File: config.mk
export PLATFORM = sky130hd
export DESIGN_NAME = vram_arbiter
export DESIGN_NICKNAME = d
export VERILOG_FILES = /design/src/rtl/vram_pkg.sv /design/src/rtl/vram_arbiter.sv
export SDC_FILE = /design/constraint.sdc
export NUM_CORES = 1
export LEC_CHECK = 0
export ABC_CLOCK_PERIOD_IN_PS = 1300
export CAP_MARGIN = 20
export CORE_MARGIN = 3
export CORE_UTILIZATION = 30
export DETAILED_ROUTE_END_ITERATION = 10
export GPL_ROUTABILITY_DRIVEN = 0
export GPL_TIMING_DRIVEN = 0
export PLACE_DENSITY = 0.69
export SYNTH_ARGS = -nofsm -noshare
export SYNTH_HDL_FRONTEND = slang
export SYNTH_SLANG_ARGS = --single-unit
File: constraint.sdc
create_clock -name clk -period 1.3 [get_ports clk]
set_input_delay 0.26 -clock clk [delete_from_list [all_inputs] [get_ports clk]]
set_output_delay 0.26 -clock clk [all_outputs]
set_load 0.005 [all_outputs]
File: src/rtl/vram_pkg.sv
// Shared definitions for the screen-memory arbiter: RAM slot encoding and
// default bus widths.
package vram_pkg;

  localparam int VRAM_ADDR_W = 13;
  localparam int VRAM_DATA_W = 8;

  typedef enum logic [1:0] {
    SLOT_IDLE = 2'd0,
    SLOT_PIX  = 2'd1,
    SLOT_ATTR = 2'd2,
    SLOT_CPU  = 2'd3
  } slot_t;

endpackage

File: src/rtl/vram_arbiter.sv
// Single-port screen RAM arbiter: video pixel/attribute bursts versus CPU
// accesses, one slot per clock, with a fairness credit for the CPU.
module vram_arbiter
  import vram_pkg::*;
#(
  parameter int ADDR_W = VRAM_ADDR_W,
  parameter int DATA_W = VRAM_DATA_W
) (
  input  logic              clk,
  input  logic              reset,
  input  logic              vid_fetch,
  input  logic [ADDR_W-1:0] vid_pix_addr,
  input  logic [ADDR_W-1:0] vid_attr_addr,
  output logic [DATA_W-1:0] vid_pix_data,
  output logic [DATA_W-1:0] vid_attr_data,
  output logic              vid_valid,
  output logic              vid_overrun,
  input  logic              cpu_req,
  input  logic              cpu_we,
  input  logic [ADDR_W-1:0] cpu_addr,
  input  logic [DATA_W-1:0] cpu_wdata,
  output logic [DATA_W-1:0] cpu_rdata,
  output logic              cpu_ack,
  output logic              cpu_wait,
  output logic [ADDR_W-1:0] mem_addr,
  output logic              mem_we,
  output logic [DATA_W-1:0] mem_wdata,
  input  logic [DATA_W-1:0] mem_rdata
);

  slot_t             r_slot;
  logic              r_vid_pend;
  logic              r_cpu_owed;
  logic [ADDR_W-1:0] r_pix_addr;
  logic [ADDR_W-1:0] r_attr_addr;
  logic [ADDR_W-1:0] r_burst_attr_addr;
  logic              r_rd_pix;
  logic              r_rd_attr;
  logic [DATA_W-1:0] r_pix_byte;
  logic [DATA_W-1:0] r_vid_pix_data;
  logic [DATA_W-1:0] r_vid_attr_data;
  logic              r_vid_valid;
  logic              r_vid_overrun;
  logic              r_cpu_ack;

  logic              w_cpu_req_eff;
  logic              w_vid_pend_eff;
  slot_t             w_slot_next;

  // A held request is not a new one while its slot or ack is in progress.
  assign w_cpu_req_eff  = cpu_req && !r_cpu_ack && (r_slot != SLOT_CPU);
  assign w_vid_pend_eff = r_vid_pend || vid_fetch;

  always_comb begin
    w_slot_next = SLOT_IDLE;
    if (r_slot == SLOT_PIX) begin
      w_slot_next = SLOT_ATTR;
    end else if (r_cpu_owed && w_cpu_req_eff) begin
      w_slot_next = SLOT_CPU;
    end else if (w_vid_pend_eff) begin
      w_slot_next = SLOT_PIX;
    end else if (w_cpu_req_eff) begin
      w_slot_next = SLOT_CPU;
    end
  end

  always_comb begin
    mem_addr  = '0;
    mem_we    = 1'b0;
    mem_wdata = '0;
    case (r_slot)
      SLOT_PIX:  mem_addr = r_pix_addr;
      SLOT_ATTR: mem_addr = r_burst_attr_addr;
      SLOT_CPU: begin
        mem_addr  = cpu_addr;
        mem_we    = cpu_we;
        mem_wdata = cpu_wdata;
      end
      default: mem_addr = '0;
    endcase
  end

  always_ff @(posedge clk) begin
    if (reset) begin
      r_slot            <= SLOT_IDLE;
      r_vid_pend        <= 1'b0;
      r_cpu_owed        <= 1'b0;
      r_pix_addr        <= '0;
      r_attr_addr       <= '0;
      r_burst_attr_addr <= '0;
      r_rd_pix          <= 1'b0;
      r_rd_attr         <= 1'b0;
      r_pix_byte        <= '0;
      r_vid_pix_data    <= '0;
      r_vid_attr_data   <= '0;
      r_vid_valid       <= 1'b0;
      r_vid_overrun     <= 1'b0;
      r_cpu_ack         <= 1'b0;
    end else begin
      r_slot <= w_slot_next;

      if (vid_fetch) begin
        r_pix_addr  <= vid_pix_addr;
        r_attr_addr <= vid_attr_addr;
        if (r_vid_pend) begin
          r_vid_overrun <= 1'b1;
        end
      end

      // The attribute address is frozen at PIX issue so a fetch arriving
      // mid-burst cannot redirect the ATTR half of the burst.
      if (w_slot_next == SLOT_PIX) begin
        r_vid_pend        <= 1'b0;
        r_burst_attr_addr <= vid_fetch ? vid_attr_addr : r_attr_addr;
      end else begin
        r_vid_pend <= w_vid_pend_eff;
      end

      if (w_slot_next == SLOT_CPU) begin
        r_cpu_owed <= 1'b0;
      end else if ((w_slot_next == SLOT_ATTR) && w_cpu_req_eff) begin
        r_cpu_owed <= 1'b1;
      end

      r_rd_pix  <= (r_slot == SLOT_PIX);
      r_rd_attr <= (r_slot == SLOT_ATTR);
      r_cpu_ack <= (r_slot == SLOT_CPU);

      if (r_rd_pix) begin
        r_pix_byte <= mem_rdata;
      end

      r_vid_valid <= r_rd_attr;
      if (r_rd_attr) begin
        r_vid_pix_data  <= r_pix_byte;
        r_vid_attr_data <= mem_rdata;
      end
    end
  end

  assign vid_pix_data  = r_vid_pix_data;
  assign vid_attr_data = r_vid_attr_data;
  assign vid_valid     = r_vid_valid;
  assign vid_overrun   = r_vid_overrun;
  assign cpu_ack       = r_cpu_ack;
  // RAM read data arrives in the ack cycle, so it is passed straight through.
  assign cpu_rdata     = r_cpu_ack ? mem_rdata : '0;
  assign cpu_wait      = cpu_req && !r_cpu_ack;

endmodule

==> impl_metrics.ini <==
[cells_and_area]
drive_above_1_share_pct = 34.5
seq_area_um2 = 1460
fillers = 903
syn_to_final_growth_pct = 62.2
antennaDiodeCount = 0
post-route-util_pct = 51.5
finalNetCount = 499
multi_input_area_um2 = 1600
stdcell_area_um2 = 4870

[sta]
hold_viol = 0
fin_skew_ns = 0.0136
rsz0062_at_grt = yes
drv_slew = 0
relSlewSlack_pct = 65.2
max_freq_ghz = 0.604
period_minus_slack_ns = 1.65
finalCritPeriodShare_pct = 127
setup_viol = 46
fin_tns_setup_ns = -10.54
tightest_slew_ns = 0.521
fin_ws_ns = -0.355

[worst_setup_path]
crit_path_start_kind = register
cp.arrival_ns = 1.39
endpoint = mem_addr[4]
crit_cells = 6
critPathTopFamily = flip-flops
crit_type = reg2out
ff2ff_setup_slack_ns = -0.32
crit_slowest_cell = dfxtp_4
worstRegToRegCells = 6
cp_cell_sequence = nor2b_4 -> buf_6 -> buf_4 -> nand2_1 -> o21ai_1 -> buf_2
reg2reg_to = r_burst_attr_addr[7]$_SDFFE_PP0N_
crit_buf_inv = 3
r2r_start = r_slot[0]$_SDFF_PP0_
required_ns = 1.04
path_max_fanout = 5
crit_start = r_slot[0]$_SDFF_PP0_
cp-end-kind = primary output
slowest_delay_ns = 0.39

[pwr]
vdd.ir_drop.worst_mv = 0.641
p_per_area_nw_per_um2 = 1150
leakage_nw = 2.22
total_power_mw = 5.60

[logic_synthesis]
synth-seq-area-share_pct = 48.0
syn_nets = 358
synth.top_cell.area_share_pct = 48.0
synthesis.area_um2 = 3000
syn_inst = 298
synth_warnings = 0
synth_largest_area_cell = dfxtp_1
synth_cell_types = 22
syn_avg_cell_area_um2 = 10.1
async_reset_ff_share_pct = 0
ys.flop_type = dfxtp_1
synth_edf_count = 0
synth_common_cells = dfxtp_1 (72), mux2i_1 (63), nor2_1 (55), nand2_1 (15), nor2b_1 (15)
ys_seq_elements = 72
yosys.cell_count.top_type = dfxtp_1
synthTopCellsByArea = dfxtp_1 (48%), mux2i_1 (21%), nor2_1 (6.9%), mux2_4 (5.0%), nor2b_1 (3.1%)

[run_status]
status = complete, but fails checks
violations = setup timing

[route]
wl_per_cell_um = 14.6
drc = 0
via_per_inst = 4.47
dr.pass1.iters = 4
drtIter0Drc = 49
antenna_left = 0
vias = 2563
wirelength_um = 8340

[global_route]
grt_pass1_wl_um = 13100
grt.total_usage_pct = 14.7
grt_start_max_net_pins = 13
grt_overflow_total = 0
grt_pass1_vias = 2569
antenna_found_initial = 0

[cts]
clock_path_buffers = 2
clk_pin_slew_ns = 0.07
cts.sinks = 72
cts_tree = done
numCtsBuffers = 9
clkLatencyLatePin_ns = 0.34
h-tree-depth = 3
cts_root_buf = clkbuf_8

[die]
start_util_pct = 31.7
io_pins = 110
die_area_um2 = 11200
coreArea_um2 = 9460
dieWidth_um = 106
rows = 35
die_y_um = 106

[placed_design]
io_buffers = 107
post_dp_cell_area_um2 = 4240
place_ws_ns = -0.860
hpwl_um = 5890

[worst_hold_path]
worstHoldStart = mem_rdata[0]
hold_class = in2reg

[flow_run]
drv_cap = 0
registers in the layout, indices dropped and copies added, names as in the netlist, 2 cells and up:
signal and cells:
r_attr_addr 13, r_burst_attr_addr 13, r_pix_addr 13, r_pix_byte 8
r_slot 2, vid_attr_data 8, vid_pix_data 8
worst min path at each step:
stage	to	slack, ns	cells after the start
finish	vid_attr_data[0]$_SDFFE_PP0P_	0.36	3
global route	r_burst_attr_addr[5]$_SDFFE_PP0N_	0.37	3
CTS	r_burst_attr_addr[0]$_SDFFE_PP0N_	0.33	3
detailed placement	vid_overrun$_SDFFE_PP0P_	0.46	2
global placement	vid_overrun$_SDFFE_PP0P_	0.46	2
floorplan	r_pix_byte[0]$_SDFFE_PP0P_	0.41	2
per-layer routing:
| layer | vias to the layer above | track usage [%] | wire [um] |
|---|---|---|---|
| met3 | 6 | 5.53 | 592 |
| met4 | 0 | 2.78 | 82 |
| met1 | 1184 | 18.2 | 3690 |
| met5 | - | 0 | 0 |
| li1 | 1282 | - | - |
| met2 | 91 | 24.6 | 3980 |
cells in the final DEF, fill, tap and decap left out, drive strengths merged:
cell            n
dfxtp          72
buf            65
mux2i          63
nor2           55
clkdlybuf4s50  55
clkbuf         23
dlygate4sd2    20
nor2b          16
nand2          15
o21ai          14
mux2           13
and3            9
and2            8
a21oi           4
nor3            3
bufinv          3
clkinv          2
clkinvlp        1
nor3b           1
a211o           1
o21ba           1
final cells by class:
| cell class | count | area share [%] |
|---|---|---|
| plain buffers | 20 | 3.65 |
| clock buffers | 11 | 2.90 |
| repair buffers | 132 | 25.1 |
| inverters | 1 | 0.154 |
| flip-flops and latches | 72 | 29.9 |
| well taps | 129 | 3.32 |
| multi-input cells | 203 | 32.9 |
| clock inverters | 5 | 2.13 |
worst register-to-register path, delay by kind of cell, from the launching register on:
family / cells / cell delay, ns
and+or+nand+nor: 1 / 0.22
muxes: 1 / 0.29
buffers and inverters: 3 / 0.42
AOI/OAI and AO/OA: 1 / 0.22
DFF: 1 / 0.37
power by group:
part / internal, mW / switching (mW) / leakage, nW
Sequential: 2.32 / 0.0750 / 0.593
Combinational: 0.632 / 0.416 / 1.50
Clock: 1.33 / 0.823 / 0.124
stage by stage:
step | hold slack [ns] | instances
after detailed placement | 0.461 | 534
after floorplan | 0.407 | 298
after CTS | 0.329 | 569
after global placement | 0.455 | 534
final | 0.360 | 573
after global routing | 0.373 | 573
what timing repair did:
action	in CTS	in global routing
hold endpoints to repair	0	0
hold buffers	0	0
resized for setup	199	56
setup buffers	17	6
pin swaps	6	12
gates cloned	2	0
endpoints found under the setup margin	72	86
kinds of logic (layout without fill, tap and decap cells):
| kind of cell | after synthesis | after routing | share of synthesized area (%) |
|---|---|---|---|
| AND/OR/NAND/NOR | 107 | 107 | 16.8 |
| multiplexers | 76 | 76 | 27.1 |
| flip-flops | 72 | 72 | 48.0 |
| buffers and inverters | 23 | 169 | 4.09 |
| AO/OA/AOI/OAI | 20 | 20 | 3.92 |
No activity file was read; power rests on OpenSTA's default activity.
